File: src/rtl/boreal_action_gate_if.sv
// Action-request, executor and MMIO signals of the action gate.
// master = VM / executor / bus side, slave = the gate.
interface boreal_action_gate_if;
    logic        sel;
    logic        wr;
    logic [31:0] addr;
    logic [31:0] wdata;
    logic [31:0] rdata;
    logic        ack;

    logic        act_valid;
    logic [31:0] act_opcode;
    logic [31:0] act_target;
    logic [31:0] act_arg0;
    logic [31:0] act_arg1;
    logic [31:0] act_context_hash;
    logic [31:0] act_policy_hash;
    logic [31:0] act_bounds;
    logic [31:0] act_nonce;
    logic        act_ready;

    logic        exec_valid;
    logic [31:0] exec_opcode;
    logic [31:0] exec_target;
    logic [31:0] exec_arg0;
    logic [31:0] exec_arg1;
    logic        exec_ready;

    logic        verdict_valid;
    logic [2:0]  verdict_reason;

    modport master (
        output sel, wr, addr, wdata,
        output act_valid, act_opcode, act_target, act_arg0, act_arg1,
        output act_context_hash, act_policy_hash, act_bounds, act_nonce,
        output exec_ready,
        input  rdata, ack, act_ready,
        input  exec_valid, exec_opcode, exec_target, exec_arg0, exec_arg1,
        input  verdict_valid, verdict_reason
    );

    modport slave (
        input  sel, wr, addr, wdata,
        input  act_valid, act_opcode, act_target, act_arg0, act_arg1,
        input  act_context_hash, act_policy_hash, act_bounds, act_nonce,
        input  exec_ready,
        output rdata, ack, act_ready,
        output exec_valid, exec_opcode, exec_target, exec_arg0, exec_arg1,
        output verdict_valid, verdict_reason
    );
endinterface

File: src/rtl/boreal_action_gate.sv
// Policy gate between the decision VM and the executor: checks one action at a time
// against MMIO policy, forwards passing actions with a timeout, logs verdicts.
//   state | meaning
//   IDLE  | act_ready high, waiting for an armed request
//   CHECK | evaluate policy on latched fields
//   EXEC  | exec_valid held until exec_ready or timeout
//   DONE  | one-cycle turnaround before act_ready returns
module boreal_action_gate #(
    parameter int unsigned EXEC_TIMEOUT = 256,
    parameter int unsigned CNT_W        = 32
) (
    input  logic                 clk,
    input  logic                 rst,
    boreal_action_gate_if.slave  bus
);

    localparam logic [1:0] ST_IDLE  = 2'd0;
    localparam logic [1:0] ST_CHECK = 2'd1;
    localparam logic [1:0] ST_EXEC  = 2'd2;
    localparam logic [1:0] ST_DONE  = 2'd3;

    localparam int unsigned      TMR_W    = (EXEC_TIMEOUT > 1) ? $clog2(EXEC_TIMEOUT) : 1;
    localparam logic [TMR_W-1:0] TMR_LOAD = TMR_W'(EXEC_TIMEOUT - 1);
    localparam logic [CNT_W-1:0] CNT_MAX  = {CNT_W{1'b1}};

    logic [1:0]       state;
    logic             armed;
    logic [TMR_W-1:0] tmr;

    logic             ctrl_enable;
    logic             ctrl_nonce;
    logic [15:0]      opc_allow;
    logic [31:0]      tgt_lo;
    logic [31:0]      tgt_hi;
    logic [31:0]      arg_max;
    logic [CNT_W-1:0] accept_cnt;
    logic [CNT_W-1:0] reject_cnt;
    logic [31:0]      last_nonce;
    logic [2:0]       last_reason;

    logic [31:0] lat_opcode, lat_target, lat_arg0, lat_arg1;
    logic [31:0] lat_context_hash, lat_policy_hash, lat_bounds, lat_nonce;

    logic        act_ready_q;
    logic        exec_valid_q;
    logic [31:0] exec_opcode_q, exec_target_q, exec_arg0_q, exec_arg1_q;
    logic        verdict_valid_q;
    logic [2:0]  verdict_reason_q;

    logic        mmio_wr;
    logic [7:0]  off;
    logic        clr_cnt;
    logic        accept;
    logic        inc_acc;
    logic        inc_rej;
    logic [2:0]  chk_reason;
    logic [31:0] rdata_c;
    logic        unused_bits;

    assign mmio_wr = bus.sel & bus.wr;
    assign off     = bus.addr[7:0];
    assign clr_cnt = mmio_wr && (off == 8'h00) && bus.wdata[2];
    assign accept  = (state == ST_IDLE) && armed && bus.act_valid;
    assign inc_acc = (state == ST_EXEC) && bus.exec_ready;
    assign inc_rej = ((state == ST_CHECK) && (chk_reason != 3'd0)) ||
                     ((state == ST_EXEC) && !bus.exec_ready && (tmr == '0));

    // Hashes and bounds are captured with the request but not part of the policy yet.
    assign unused_bits = ^{lat_context_hash, lat_policy_hash, lat_bounds, bus.addr[31:8]};

    always_comb begin
        chk_reason = 3'd0;
        if (!ctrl_enable)
            chk_reason = 3'd1;
        else if ((lat_opcode > 32'd15) || !opc_allow[lat_opcode[3:0]])
            chk_reason = 3'd2;
        else if ((lat_target < tgt_lo) || (lat_target > tgt_hi))
            chk_reason = 3'd3;
        else if (lat_arg0 > arg_max)
            chk_reason = 3'd4;
        else if (ctrl_nonce && (lat_nonce <= last_nonce))
            chk_reason = 3'd5;
    end

    always_ff @(posedge clk) begin
        if (rst) begin
            ctrl_enable <= 1'b0;
            ctrl_nonce  <= 1'b0;
            opc_allow   <= 16'h0000;
            tgt_lo      <= 32'h0000_0000;
            tgt_hi      <= 32'hFFFF_FFFF;
            arg_max     <= 32'hFFFF_FFFF;
        end else if (mmio_wr) begin
            case (off)
                8'h00: begin
                    ctrl_enable <= bus.wdata[0];
                    ctrl_nonce  <= bus.wdata[1];
                end
                8'h04: opc_allow <= bus.wdata[15:0];
                8'h08: tgt_lo    <= bus.wdata;
                8'h0C: tgt_hi    <= bus.wdata;
                8'h10: arg_max   <= bus.wdata;
                default: ;
            endcase
        end
    end

    // A clear on the same edge as an increment wins.
    always_ff @(posedge clk) begin
        if (rst || clr_cnt) begin
            accept_cnt <= '0;
            reject_cnt <= '0;
        end else begin
            if (inc_acc && (accept_cnt != CNT_MAX))
                accept_cnt <= accept_cnt + 1'b1;
            if (inc_rej && (reject_cnt != CNT_MAX))
                reject_cnt <= reject_cnt + 1'b1;
        end
    end

    always_ff @(posedge clk) begin
        if (rst) begin
            state            <= ST_IDLE;
            armed            <= 1'b0;
            tmr              <= '0;
            act_ready_q      <= 1'b1;
            exec_valid_q     <= 1'b0;
            exec_opcode_q    <= '0;
            exec_target_q    <= '0;
            exec_arg0_q      <= '0;
            exec_arg1_q      <= '0;
            verdict_valid_q  <= 1'b0;
            verdict_reason_q <= 3'd0;
            last_nonce       <= '0;
            last_reason      <= 3'd0;
            lat_opcode       <= '0;
            lat_target       <= '0;
            lat_arg0         <= '0;
            lat_arg1         <= '0;
            lat_context_hash <= '0;
            lat_policy_hash  <= '0;
            lat_bounds       <= '0;
            lat_nonce        <= '0;
        end else begin
            verdict_valid_q <= 1'b0;
            // A request must be seen low before it can be taken again.
            if (accept)
                armed <= 1'b0;
            else if (!bus.act_valid)
                armed <= 1'b1;

            case (state)
                ST_IDLE: begin
                    if (accept) begin
                        lat_opcode       <= bus.act_opcode;
                        lat_target       <= bus.act_target;
                        lat_arg0         <= bus.act_arg0;
                        lat_arg1         <= bus.act_arg1;
                        lat_context_hash <= bus.act_context_hash;
                        lat_policy_hash  <= bus.act_policy_hash;
                        lat_bounds       <= bus.act_bounds;
                        lat_nonce        <= bus.act_nonce;
                        act_ready_q      <= 1'b0;
                        state            <= ST_CHECK;
                    end
                end
                ST_CHECK: begin
                    if (chk_reason == 3'd0) begin
                        exec_valid_q  <= 1'b1;
                        exec_opcode_q <= lat_opcode;
                        exec_target_q <= lat_target;
                        exec_arg0_q   <= lat_arg0;
                        exec_arg1_q   <= lat_arg1;
                        tmr           <= TMR_LOAD;
                        state         <= ST_EXEC;
                    end else begin
                        verdict_valid_q  <= 1'b1;
                        verdict_reason_q <= chk_reason;
                        last_reason      <= chk_reason;
                        state            <= ST_DONE;
                    end
                end
                ST_EXEC: begin
                    if (bus.exec_ready) begin
                        exec_valid_q     <= 1'b0;
                        last_nonce       <= lat_nonce;
                        verdict_valid_q  <= 1'b1;
                        verdict_reason_q <= 3'd0;
                        last_reason      <= 3'd0;
                        state            <= ST_DONE;
                    end else if (tmr == '0) begin
                        exec_valid_q     <= 1'b0;
                        verdict_valid_q  <= 1'b1;
                        verdict_reason_q <= 3'd6;
                        last_reason      <= 3'd6;
                        state            <= ST_DONE;
                    end else begin
                        tmr <= tmr - 1'b1;
                    end
                end
                ST_DONE: begin
                    act_ready_q <= 1'b1;
                    state       <= ST_IDLE;
                end
                default: state <= ST_IDLE;
            endcase
        end
    end

    always_comb begin
        rdata_c = 32'h0;
        case (off)
            8'h00: rdata_c = {30'b0, ctrl_nonce, ctrl_enable};
            8'h04: rdata_c = {16'b0, opc_allow};
            8'h08: rdata_c = tgt_lo;
            8'h0C: rdata_c = tgt_hi;
            8'h10: rdata_c = arg_max;
            8'h14: rdata_c = {21'b0, last_reason, 6'b0, state};
            8'h18: rdata_c = 32'(accept_cnt);
            8'h1C: rdata_c = 32'(reject_cnt);
            default: rdata_c = 32'h0;
        endcase
    end

    assign bus.rdata          = rdata_c;
    assign bus.ack            = bus.sel;
    assign bus.act_ready      = act_ready_q;
    assign bus.exec_valid     = exec_valid_q;
    assign bus.exec_opcode    = exec_opcode_q;
    assign bus.exec_target    = exec_target_q;
    assign bus.exec_arg0      = exec_arg0_q;
    assign bus.exec_arg1      = exec_arg1_q;
    assign bus.verdict_valid  = verdict_valid_q;
    assign bus.verdict_reason = verdict_reason_q;

endmodule

File: src/flat_wrapper.sv
// flat-port wrapper written by rule: the top's interface ports become plain ports
module boreal_action_gate_flat 
#(
    parameter int unsigned EXEC_TIMEOUT = 256,
    parameter int unsigned CNT_W        = 32
)
  (clk, rst, bus_sel, bus_wr, bus_addr, bus_wdata, bus_act_valid, bus_act_opcode, bus_act_target, bus_act_arg0, bus_act_arg1, bus_act_context_hash, bus_act_policy_hash, bus_act_bounds, bus_act_nonce, bus_exec_ready, bus_rdata, bus_ack, bus_act_ready, bus_exec_valid, bus_exec_opcode, bus_exec_target, bus_exec_arg0, bus_exec_arg1, bus_verdict_valid, bus_verdict_reason);
  boreal_action_gate_if bus_i ();
  input  logic clk;
  input  logic rst;
  input wire logic [$bits(bus_i.sel)-1:0] bus_sel;
  input wire logic [$bits(bus_i.wr)-1:0] bus_wr;
  input wire logic [$bits(bus_i.addr)-1:0] bus_addr;
  input wire logic [$bits(bus_i.wdata)-1:0] bus_wdata;
  input wire logic [$bits(bus_i.act_valid)-1:0] bus_act_valid;
  input wire logic [$bits(bus_i.act_opcode)-1:0] bus_act_opcode;
  input wire logic [$bits(bus_i.act_target)-1:0] bus_act_target;
  input wire logic [$bits(bus_i.act_arg0)-1:0] bus_act_arg0;
  input wire logic [$bits(bus_i.act_arg1)-1:0] bus_act_arg1;
  input wire logic [$bits(bus_i.act_context_hash)-1:0] bus_act_context_hash;
  input wire logic [$bits(bus_i.act_policy_hash)-1:0] bus_act_policy_hash;
  input wire logic [$bits(bus_i.act_bounds)-1:0] bus_act_bounds;
  input wire logic [$bits(bus_i.act_nonce)-1:0] bus_act_nonce;
  input wire logic [$bits(bus_i.exec_ready)-1:0] bus_exec_ready;
  output wire logic [$bits(bus_i.rdata)-1:0] bus_rdata;
  output wire logic [$bits(bus_i.ack)-1:0] bus_ack;
  output wire logic [$bits(bus_i.act_ready)-1:0] bus_act_ready;
  output wire logic [$bits(bus_i.exec_valid)-1:0] bus_exec_valid;
  output wire logic [$bits(bus_i.exec_opcode)-1:0] bus_exec_opcode;
  output wire logic [$bits(bus_i.exec_target)-1:0] bus_exec_target;
  output wire logic [$bits(bus_i.exec_arg0)-1:0] bus_exec_arg0;
  output wire logic [$bits(bus_i.exec_arg1)-1:0] bus_exec_arg1;
  output wire logic [$bits(bus_i.verdict_valid)-1:0] bus_verdict_valid;
  output wire logic [$bits(bus_i.verdict_reason)-1:0] bus_verdict_reason;
  assign bus_i.sel = bus_sel;
  assign bus_i.wr = bus_wr;
  assign bus_i.addr = bus_addr;
  assign bus_i.wdata = bus_wdata;
  assign bus_i.act_valid = bus_act_valid;
  assign bus_i.act_opcode = bus_act_opcode;
  assign bus_i.act_target = bus_act_target;
  assign bus_i.act_arg0 = bus_act_arg0;
  assign bus_i.act_arg1 = bus_act_arg1;
  assign bus_i.act_context_hash = bus_act_context_hash;
  assign bus_i.act_policy_hash = bus_act_policy_hash;
  assign bus_i.act_bounds = bus_act_bounds;
  assign bus_i.act_nonce = bus_act_nonce;
  assign bus_i.exec_ready = bus_exec_ready;
  assign bus_rdata = bus_i.rdata;
  assign bus_ack = bus_i.ack;
  assign bus_act_ready = bus_i.act_ready;
  assign bus_exec_valid = bus_i.exec_valid;
  assign bus_exec_opcode = bus_i.exec_opcode;
  assign bus_exec_target = bus_i.exec_target;
  assign bus_exec_arg0 = bus_i.exec_arg0;
  assign bus_exec_arg1 = bus_i.exec_arg1;
  assign bus_verdict_valid = bus_i.verdict_valid;
  assign bus_verdict_reason = bus_i.verdict_reason;
  boreal_action_gate #(.EXEC_TIMEOUT(EXEC_TIMEOUT), .CNT_W(CNT_W)) u_core (.clk(clk), .rst(rst), .bus(bus_i));
endmodule
File: config.mk
export PLATFORM = sky130hd
export DESIGN_NAME = boreal_action_gate_flat
export DESIGN_NICKNAME = d
export VERILOG_FILES = /design/src/rtl/boreal_action_gate_if.sv /design/src/rtl/boreal_action_gate.sv /design/src/flat_wrapper.sv
export SDC_FILE = /design/constraint.sdc
export NUM_CORES = 1
export LEC_CHECK = 0
export CELL_PAD_IN_SITES_DETAIL_PLACEMENT = 1
export CELL_PAD_IN_SITES_GLOBAL_PLACEMENT = 2
export CORE_ASPECT_RATIO = 1.1
export CORE_UTILIZATION = 33
export CTS_BUF_LIST = sky130_fd_sc_hd__clkbuf_2
export DETAILED_ROUTE_END_ITERATION = 7
export PLACE_DENSITY = 0.91
export RECOVER_POWER = 100
export REMOVE_ABC_BUFFERS = 1
export SLEW_MARGIN = 10
export SYNTH_ARGS = -nofsm -noshare
export SYNTH_HDL_FRONTEND = slang
export SYNTH_SLANG_ARGS = --single-unit
File: constraint.sdc
create_clock -name clk -period 6.7 [get_ports clk]
set_input_delay 0.67 -clock clk [delete_from_list [all_inputs] [get_ports clk]]
set_output_delay 0.67 -clock clk [all_outputs]
set_load 0.02 [all_outputs]
==> results.cfg, run 1 <==
[clock_network]
cts_max_path_buffers = 3
cts_resized = 0
clkSinkCount = 515
insertion_delay_ns = 1.35
cts_setup_buffers = 0
cts-buffers-inserted = 145
cts_tree = yes
clkTransAtPathRegs_ns = 0.10
htree_levels = 4
root_buffer = clkbuf_2

[synthesis]
async_reset_ff_share_pct = 0
synth_mux_area_share_pct = 5.18
synth_edf_count = 0
postSynthCellCount = 2815
synth_top_area_cell = dfxtp_1
ys_seq_area_share_pct = 44.2
postSynthAreaPerCell_um2 = 8.28
synth_top_family_by_area = simple AND/OR/NAND/NOR gates
ys_warn_count = 0
synth_compound_gate_area_share_pct = 14.6
synth_xor_area_share_pct = 1.50
synth_common_cells = nand2_1, dfxtp_1, a21oi_1
synthFlopType = dfxtp_1
synth_top_area_share_pct = 44.2
yosysMostFrequentCell = nand2_1
synth_fa_ha_area_share_pct = 7.25
ys_ff_latch = 515
synth_area_leaders = dfxtp_1, nand2_1, ha_1
synth_cell_types = 75
yosys.area_share.simple_pct = 22.0
synth.cell_area_um2 = 23300

[timing]
max_slew_margin_pct = -123
hold_viol = 0
fmax_mhz = 172
rsz0062_at_grt = no
setup_viol = 0
max_slew.worst_pin.slew_ns = 3.33
fin_ws_ns = 0.872
skew_ns = 0.101
period_minus_slack_ns = 5.83
finalMaxSlewViolations = 292
finalCritPeriodShare_pct = 87.0

[routing]
num_vias = 22837
ant_nets = 0
drtIter0Drc = 1203
drt-vias-per-instance = 5.16
routed_wl_um = 88000
avgRoutedWirePerCell_um = 19.9
drtPass1Iterations = 5
drc_errors = 0

[critical_path]
crit_path_end_kind = output pin
r2r_start = u_core.tgt_lo[30]
path_cells = dlygate4sd3_1 > or4_1 > or3_1 > nor2_1 > clkbuf_1 > a222oi_1 > nand3_1 > dlygate4sd3_1
worstSetupStartpoint = bus_addr[0]
cp_common_cell = dlygate4sd3_1
slowest_stage = clkbuf_1
critical_path_class = in -> out
path_buf_inv = 3
worstPathRequired_ns = 6.03
start_kind = input port
critPathMaxStageDelay_ns = 0.80
crit_fanout = 16
cp.arrival_ns = 5.16
path_delay_family = simple AND/OR/NAND/NOR gates

[place]
pre_cts_slack_ns = 1.73
io_buffers = 372
dp_cells = 3975
place.gp.congestion = 0.879
hpwlAfterDp_um = 59900
dpl_cell_area_um2 = 27800

[layout]
final_cells = 4429
layout-drive-gt1-share_pct = 7.93
fin_util_pct = 44.6
fin_nets = 3851
nFillCells = 8217
syn_to_final_growth_pct = 32.9
stdcell_area_um2 = 31000

[global_routing]
grtUsageTotal_pct = 24.2
grt_max_degree = 183
grt_pass1_vias = 24857
grt_pass1_wl_um = 137000
gr-total-overflow = 0
antenna_found_initial = 9

[pwr]
peakVddDrop_mv = 0.144
p_leak_nw = 13.6
power_density_nw_per_um2 = 222

[floorplanning]
die_w_um = 255
ioPinCount = 493
rows = 101
die_y_um = 281
start_util_pct = 33.6
core_um2 = 69400
die_area_um2 = 71700

[worst_hold_path]
min_from = bus_exec_ready
hp-class = in -> reg

[run_status]
violations = max-capacitance violations, max-slew violations
status = complete, but fails checks

[flow_run]
maxCapViolations = 9
tightest hold or removal path, delay by kind of cell:
family / cells / cell delay [ns]
compound gates: 2 / 0.34
buf+inv: 1 / 0.49
path summary, 6_finish.rpt:
kind                                            endpoint  slack, ns  depth (start not counted)
worst max register to register             u_core.tmr[2]       1.17                         12
worst min-delay path            u_core.bus.verdict_valid       0.25                          3
worst max-delay path                       bus_rdata[14]       0.87                          8
worst min register to register       u_core.lat_arg1[16]       0.46                          2
cells in the final DEF (no fill, tap or decap), types with 25 or more instances in the layout:
cell type          n
ha_1             135
o21ai_0           33
nand3_1           58
clkbuf_2         207
a21oi_1          312
dfxtp_1          515
nand4_1           52
dlygate4sd3_1    362
nand2_1          664
mux2i_1          107
a211o_1           34
a22oi_1           34
clkdlybuf4s50_1  204
inv_1            141
and2_0            25
nand3b_1          32
nor2_1           216
clkinv_1          25
cells by family after synthesis:
group	after synthesis
adder cells (fa/ha/maj)	135
flip-flops	515
AND/OR/NAND/NOR	1171
AO/OA/AOI/OAI	534
XOR/XNOR	40
multiplexers	114
buffers and inverters	306
per-layer routing:
layer	track usage, %	vias to the layer above	share of wire (%)
li1	-	10824	-
met1	27.3	11162	41
met2	43.0	619	50
met3	5.78	226	5.1
met4	11.2	6	3.9
met5	0	-	0.039
layout make-up:
type	instances	area, um2	area share, %
antenna	9	22.5	0.0727
clock buffer	205	1030	3.31
clock inverter	45	307	0.990
inverter	141	529	1.71
multi-input combinational	1994	11800	38.0
sequential	515	10300	33.3
tap	927	1160	3.75
timing repair buffer	593	5860	18.9
report_power, final:
group	internal [mW]	switching (mW)	leakage, nW
clock	0.981	1.46	0.997
sequential	3.18	0.133	4.16
combinational	0.476	0.644	8.41
total	4.64	2.24	13.6
through the flow:
step | hold WS (ns) | setup TNS, ns | power [mW]
2_1_floorplan | 0.430 | -87.83 | 3.94
3_3_place_gp | 0.441 | 0 | 4.36
3_5_place_dp | 0.444 | 0 | 4.43
4_1_cts | 0.0538 | 0 | 6.99
5_1_grt | 0.198 | 0 | 7.26
6_report | 0.245 | 0 | 6.87
repair_timing:
action                                  CTS  global route
endpoints found under the setup margin    0             0
hold endpoints to repair                289             0
hold buffers                            195             0
No activity file was read; power rests on OpenSTA's default activity.
==> inputs of run 2 (changes only) <==
CAP_MARGIN = 20   (was not set)
==> run 2 against run 1 <==
Net effect:
- the flow still finishes with violations (max-capacitance violations, max-slew violations)
- first-iteration DRC count shrank 18%
- critical path depth is the same
- worst hold slack lost 0.13 ns
- utilization shrank 0.087 points
- final cell count shrank 0.25%
- combinational power is essentially flat
- non-clock buffer count shrank 2
- global-route usage is essentially flat
- clock skew shrank 0.0052 ns
- sequential share of layout area grew 0.065 points
- critical endpoint is now bus_rdata[26]
- highest routed layer unchanged
==> results.cfg, run 2 (synthesized netlist as in run 1, its figures left out) <==
[timing]
skew_ns = 0.0958
fmax_mhz = 173
period_minus_slack_ns = 5.77
hold_viol = 0
finalMaxSlewViolations = 327
max_slew.worst_pin.slew_ns = 3.11
setup_viol = 0
max_slew_margin_pct = -108
finalCritPeriodShare_pct = 86.2
rsz0062_at_grt = no
fin_ws_ns = 0.928
finalSetupTns_ns = 0
holdWs_ns = 0.112

[clock_network]
cts_setup_buffers = 0
root_buffer = clkbuf_2
cts-buffers-inserted = 144
cts_tree = yes
cts_max_path_buffers = 3
insertion_delay_ns = 1.32
clkTransAtPathRegs_ns = 0.08
clkSinkCount = 515
htree_levels = 4

[flow_run]
maxCapViolations = 10

[pwr]
p_seq_share_pct = 48.5
peakVddDrop_mv = 0.143
comb_power_share_pct = 16.4
power.switching_mw = 2.19
intPower_mw = 4.65
power_density_nw_per_um2 = 221
p_sw_share_pct = 32.0
p_leak_nw = 13.6
p_clk_share_pct = 35.1
totalPowerFinal_mw = 6.83

[run_status]
status = complete, but fails checks
violations = max-capacitance violations, max-slew violations

[global_routing]
grt_max_degree = 183
gr-total-overflow = 0
grtUsageTotal_pct = 24.2
grt_pass1_wl_um = 136000
grt_pass1_vias = 24619
antenna_found_initial = 10

[critical_path]
worstPathRequired_ns = 6.03
cp.arrival_ns = 5.10
crit_fanout = 16
start_kind = input port
crit_path_end_kind = output pin
critical_path_class = in -> out

[worst_hold_path]
hp-class = in -> reg

[floorplanning]
rows = 101
die_w_um = 255
ioPinCount = 493
die_y_um = 281
core_um2 = 69400
die_area_um2 = 71700
start_util_pct = 33.6

[layout]
stdcell_area_um2 = 30900
final_cells = 4418
syn_to_final_growth_pct = 32.6
fin_util_pct = 44.6
layout-drive-gt1-share_pct = 7.98
layout_commonest_cell = nand2_1
nFillCells = 8246
fin_nets = 3848
mostFrequentLayoutCells = nand2_1, dfxtp_1, dlygate4sd3_1, a21oi_1, nor2_1

[routing]
drc_errors = 0
avgRoutedWirePerCell_um = 19.9
ant_nets = 0
routed_wl_um = 88100
drt-vias-per-instance = 5.13
drtIter0Drc = 991
num_vias = 22672
drtPass1Iterations = 5

[place]
place.gp.congestion = 0.879
io_buffers = 372
dp_cells = 3976
pre_cts_slack_ns = 1.72
dpl_cell_area_um2 = 27800
hpwlAfterDp_um = 59900
run 2: area by class of cell:
| cell class | count | area (um2) | share of cell area [%] |
|---|---|---|---|
| Antenna cell | 7 | 17.5 | 0.0567 |
| Clock buffer | 213 | 1070 | 3.45 |
| Clock inverter | 30 | 228 | 0.737 |
| Inverter | 141 | 529 | 1.71 |
| Multi-Input combinational cell | 1994 | 11800 | 38.0 |
| Sequential cell | 515 | 10300 | 33.4 |
| Tap cell | 927 | 1160 | 3.75 |
| Timing Repair Buffer | 591 | 5850 | 18.9 |
run 2: power groups by stage:
stage / registers (mW) / clock network, mW / logic, mW
floorplan: 3.34 / 0 / 0.597
global placement: 3.37 / 0 / 0.993
detailed placement: 3.38 / 0 / 1.05
CTS: 3.31 / 2.48 / 1.15
global route: 3.33 / 2.65 / 1.25
finish: 3.31 / 2.40 / 1.12
run 2: repair_timing:
item,4_1_cts,5_1_grt
gates resized for setup,0,0
hold endpoints to repair,272,0
hold buffers,190,0
run 2: metal layers:
layer / part of all wire, % / vias to the layer above / global-route usage [%]
met4: 3.2 / 6 / 9.90
met5: 0.047 / - / 0
met3: 4.6 / 181 / 5.34
met1: 41 / 11145 / 27.5
li1: - / 10798 / -
met2: 51 / 542 / 43.6
run 2: final timing paths:
| path | cells past startpoint | endpoint | slack, ns | from |
|---|---|---|---|---|
| setup / recovery | 8 | bus_rdata[26] | 0.93 | bus_addr[0] |
| hold / removal | 2 | u_core.armed | 0.11 | bus_act_valid |
| setup reg to reg | 12 | u_core.reject_cnt[21] | 1.18 | u_core.tgt_lo[31] |
| hold reg to reg | 2 | u_core.last_nonce[7] | 0.41 | u_core.lat_nonce[7] |
run 2: critical path, stage by stage:
cell           delay, ns
dlygate4sd3_1       0.53
or4_1               0.54
or3_1               0.57
nor2_1              0.76
clkbuf_1            0.83
a222oi_1            0.30
nand2_1             0.13
dlygate4sd3_1       0.75
==> inputs of run 3 (changes only) <==
CORE_MARGIN = 2   (was not set)
==> run 3 against run 2 <==
Net effect:
- design area barely moved
- fmax fell by 0.92%
- largest power group unchanged
- first-iteration DRC count rose by 12%
- sequential power barely moved
- total power rose by 0.15%
- the run still ends with max-capacitance violations, max-slew violations left
- setup slack got worse by 0.054 ns
- highest routed layer unchanged
- flip-flop and latch count did not move
- global-route usage fell by 0.38 points
- count of clock-buffer cells in the layout fell by 11
- routed wire length rose by 0.23%
- clock skew rose by 0.024 ns
- utilization fell by 0.53 points
==> results.cfg, run 3 (synthesized netlist as in run 1, its figures left out) <==
[run_status]
status = complete, but fails checks
violations = max-capacitance violations, max-slew violations

[place]
io_buffers = 372
pre_cts_slack_ns = 1.60
place.gp.congestion = 0.860
hpwlAfterDp_um = 59400
dp_cells = 3982

[clock_network]
clkSinkCount = 515
cts_setup_buffers = 0
insertion_delay_ns = 1.28
hold_buffers = 190
cts_resized = 0
cts_tree = yes
htree_levels = 4
cts_max_path_buffers = 3
clkTransAtPathRegs_ns = 0.11
root_buffer = clkbuf_2
cts-buffers-inserted = 147

[global_routing]
grt_pass1_vias = 24798
grtUsageTotal_pct = 23.8
antenna_found_initial = 7
gr-total-overflow = 0
grt_pass1_wl_um = 136000
grt_max_degree = 217

[worst_hold_path]
hp-class = in -> reg

[floorplanning]
rows = 102
core_um2 = 70200
die_area_um2 = 72800
die_y_um = 283
die_w_um = 257
start_util_pct = 33.2
ioPinCount = 493

[layout]
mostFrequentLayoutCells = nand2_1, dfxtp_1, dlygate4sd3_1, a21oi_1, nor2_1
fin_util_pct = 44.0
syn_to_final_growth_pct = 32.6
layout-drive-gt1-share_pct = 7.68
final_cells = 4419
layout_commonest_cell = nand2_1
fin_nets = 3846

[timing]
finalCritPeriodShare_pct = 87.0
rsz0062_at_grt = no
setup_viol = 0
skew_ns = 0.120
fin_ws_ns = 0.874
hold_viol = 0
fmax_mhz = 172
finalMaxSlewViolations = 284
period_minus_slack_ns = 5.83
finalSetupTns_ns = 0
max_slew.worst_pin.slew_ns = 3.30
max_slew_margin_pct = -120

[critical_path]
slowest_stage = nor2_1
cp_common_cell = dlygate4sd3_1
critPathMaxStageDelay_ns = 0.80
crit_fanout = 16
crit_path_end_kind = output pin
path_cells = dlygate4sd3_1 > or4_1 > or3_1 > nor2_1 > clkbuf_1 > a222oi_1 > nand3_1 > dlygate4sd3_1
worstPathRequired_ns = 6.03
start_kind = input port
critical_path_class = in -> out
cp.arrival_ns = 5.16

[pwr]
power_density_nw_per_um2 = 222
p_leak_nw = 13.5
totalPowerFinal_mw = 6.84
peakVddDrop_mv = 0.131

[routing]
avgRoutedWirePerCell_um = 20.0
drtPass1Iterations = 6
num_vias = 22686
routed_wl_um = 88300
ant_nets = 0
drtIter0Drc = 1109
drc_errors = 0
drt-vias-per-instance = 5.13

[flow_run]
maxCapViolations = 6
## run 3: cell type report
cell class | count | area, um2
fillers | 8369 | 39300
multi-input cells | 1994 | 11800
flip-flops and latches | 515 | 10300
repair buffers | 586 | 5800
well taps | 936 | 1170
clock buffers | 202 | 1010
inverters | 141 | 529
clock inverters | 38 | 285
diodes | 7 | 17.5
## run 3: path summary, 6_finish.rpt
path | start | end | slack [ns] | depth (start not counted)
max | bus_addr[0] | bus_rdata[14] | 0.87 | 8
min | bus_wdata[31] | u_core.tgt_lo[31] | 0.20 | 3
max reg2reg | u_core.tgt_lo[29] | u_core.reject_cnt[10] | 1.16 | 12
min reg2reg | u_core.last_nonce[15] | u_core.last_nonce[15] | 0.46 | 2
## run 3: per-layer routing
metal  vias up  track usage [%]  wire (um)
met5         -                0         11
met4         2             9.89       2600
met3       165             5.31       4540
met2       601             43.2      45500
met1     11120             27.0      35600
li1      10798                -          -
## run 3: worst max-delay path: cells and delay by family
kind / cells / cell delay, ns
AND/OR/NAND/NOR: 4 / 2.21
AO/OA/AOI/OAI: 1 / 0.28
buffers and inverters: 3 / 1.96
## run 3: per-stage QoR
step,hold WS [ns],area (um2)
global route,0.0438,30900
CTS,0.00228,31000
floorplan,0.430,22600
global placement,0.441,27800
detailed placement,0.444,27800
finish,0.197,30900
## run 3: power breakdown
part | internal (mW) | switching [mW]
clock | 0.996 | 1.40
sequential | 3.18 | 0.129
combinational | 0.475 | 0.661
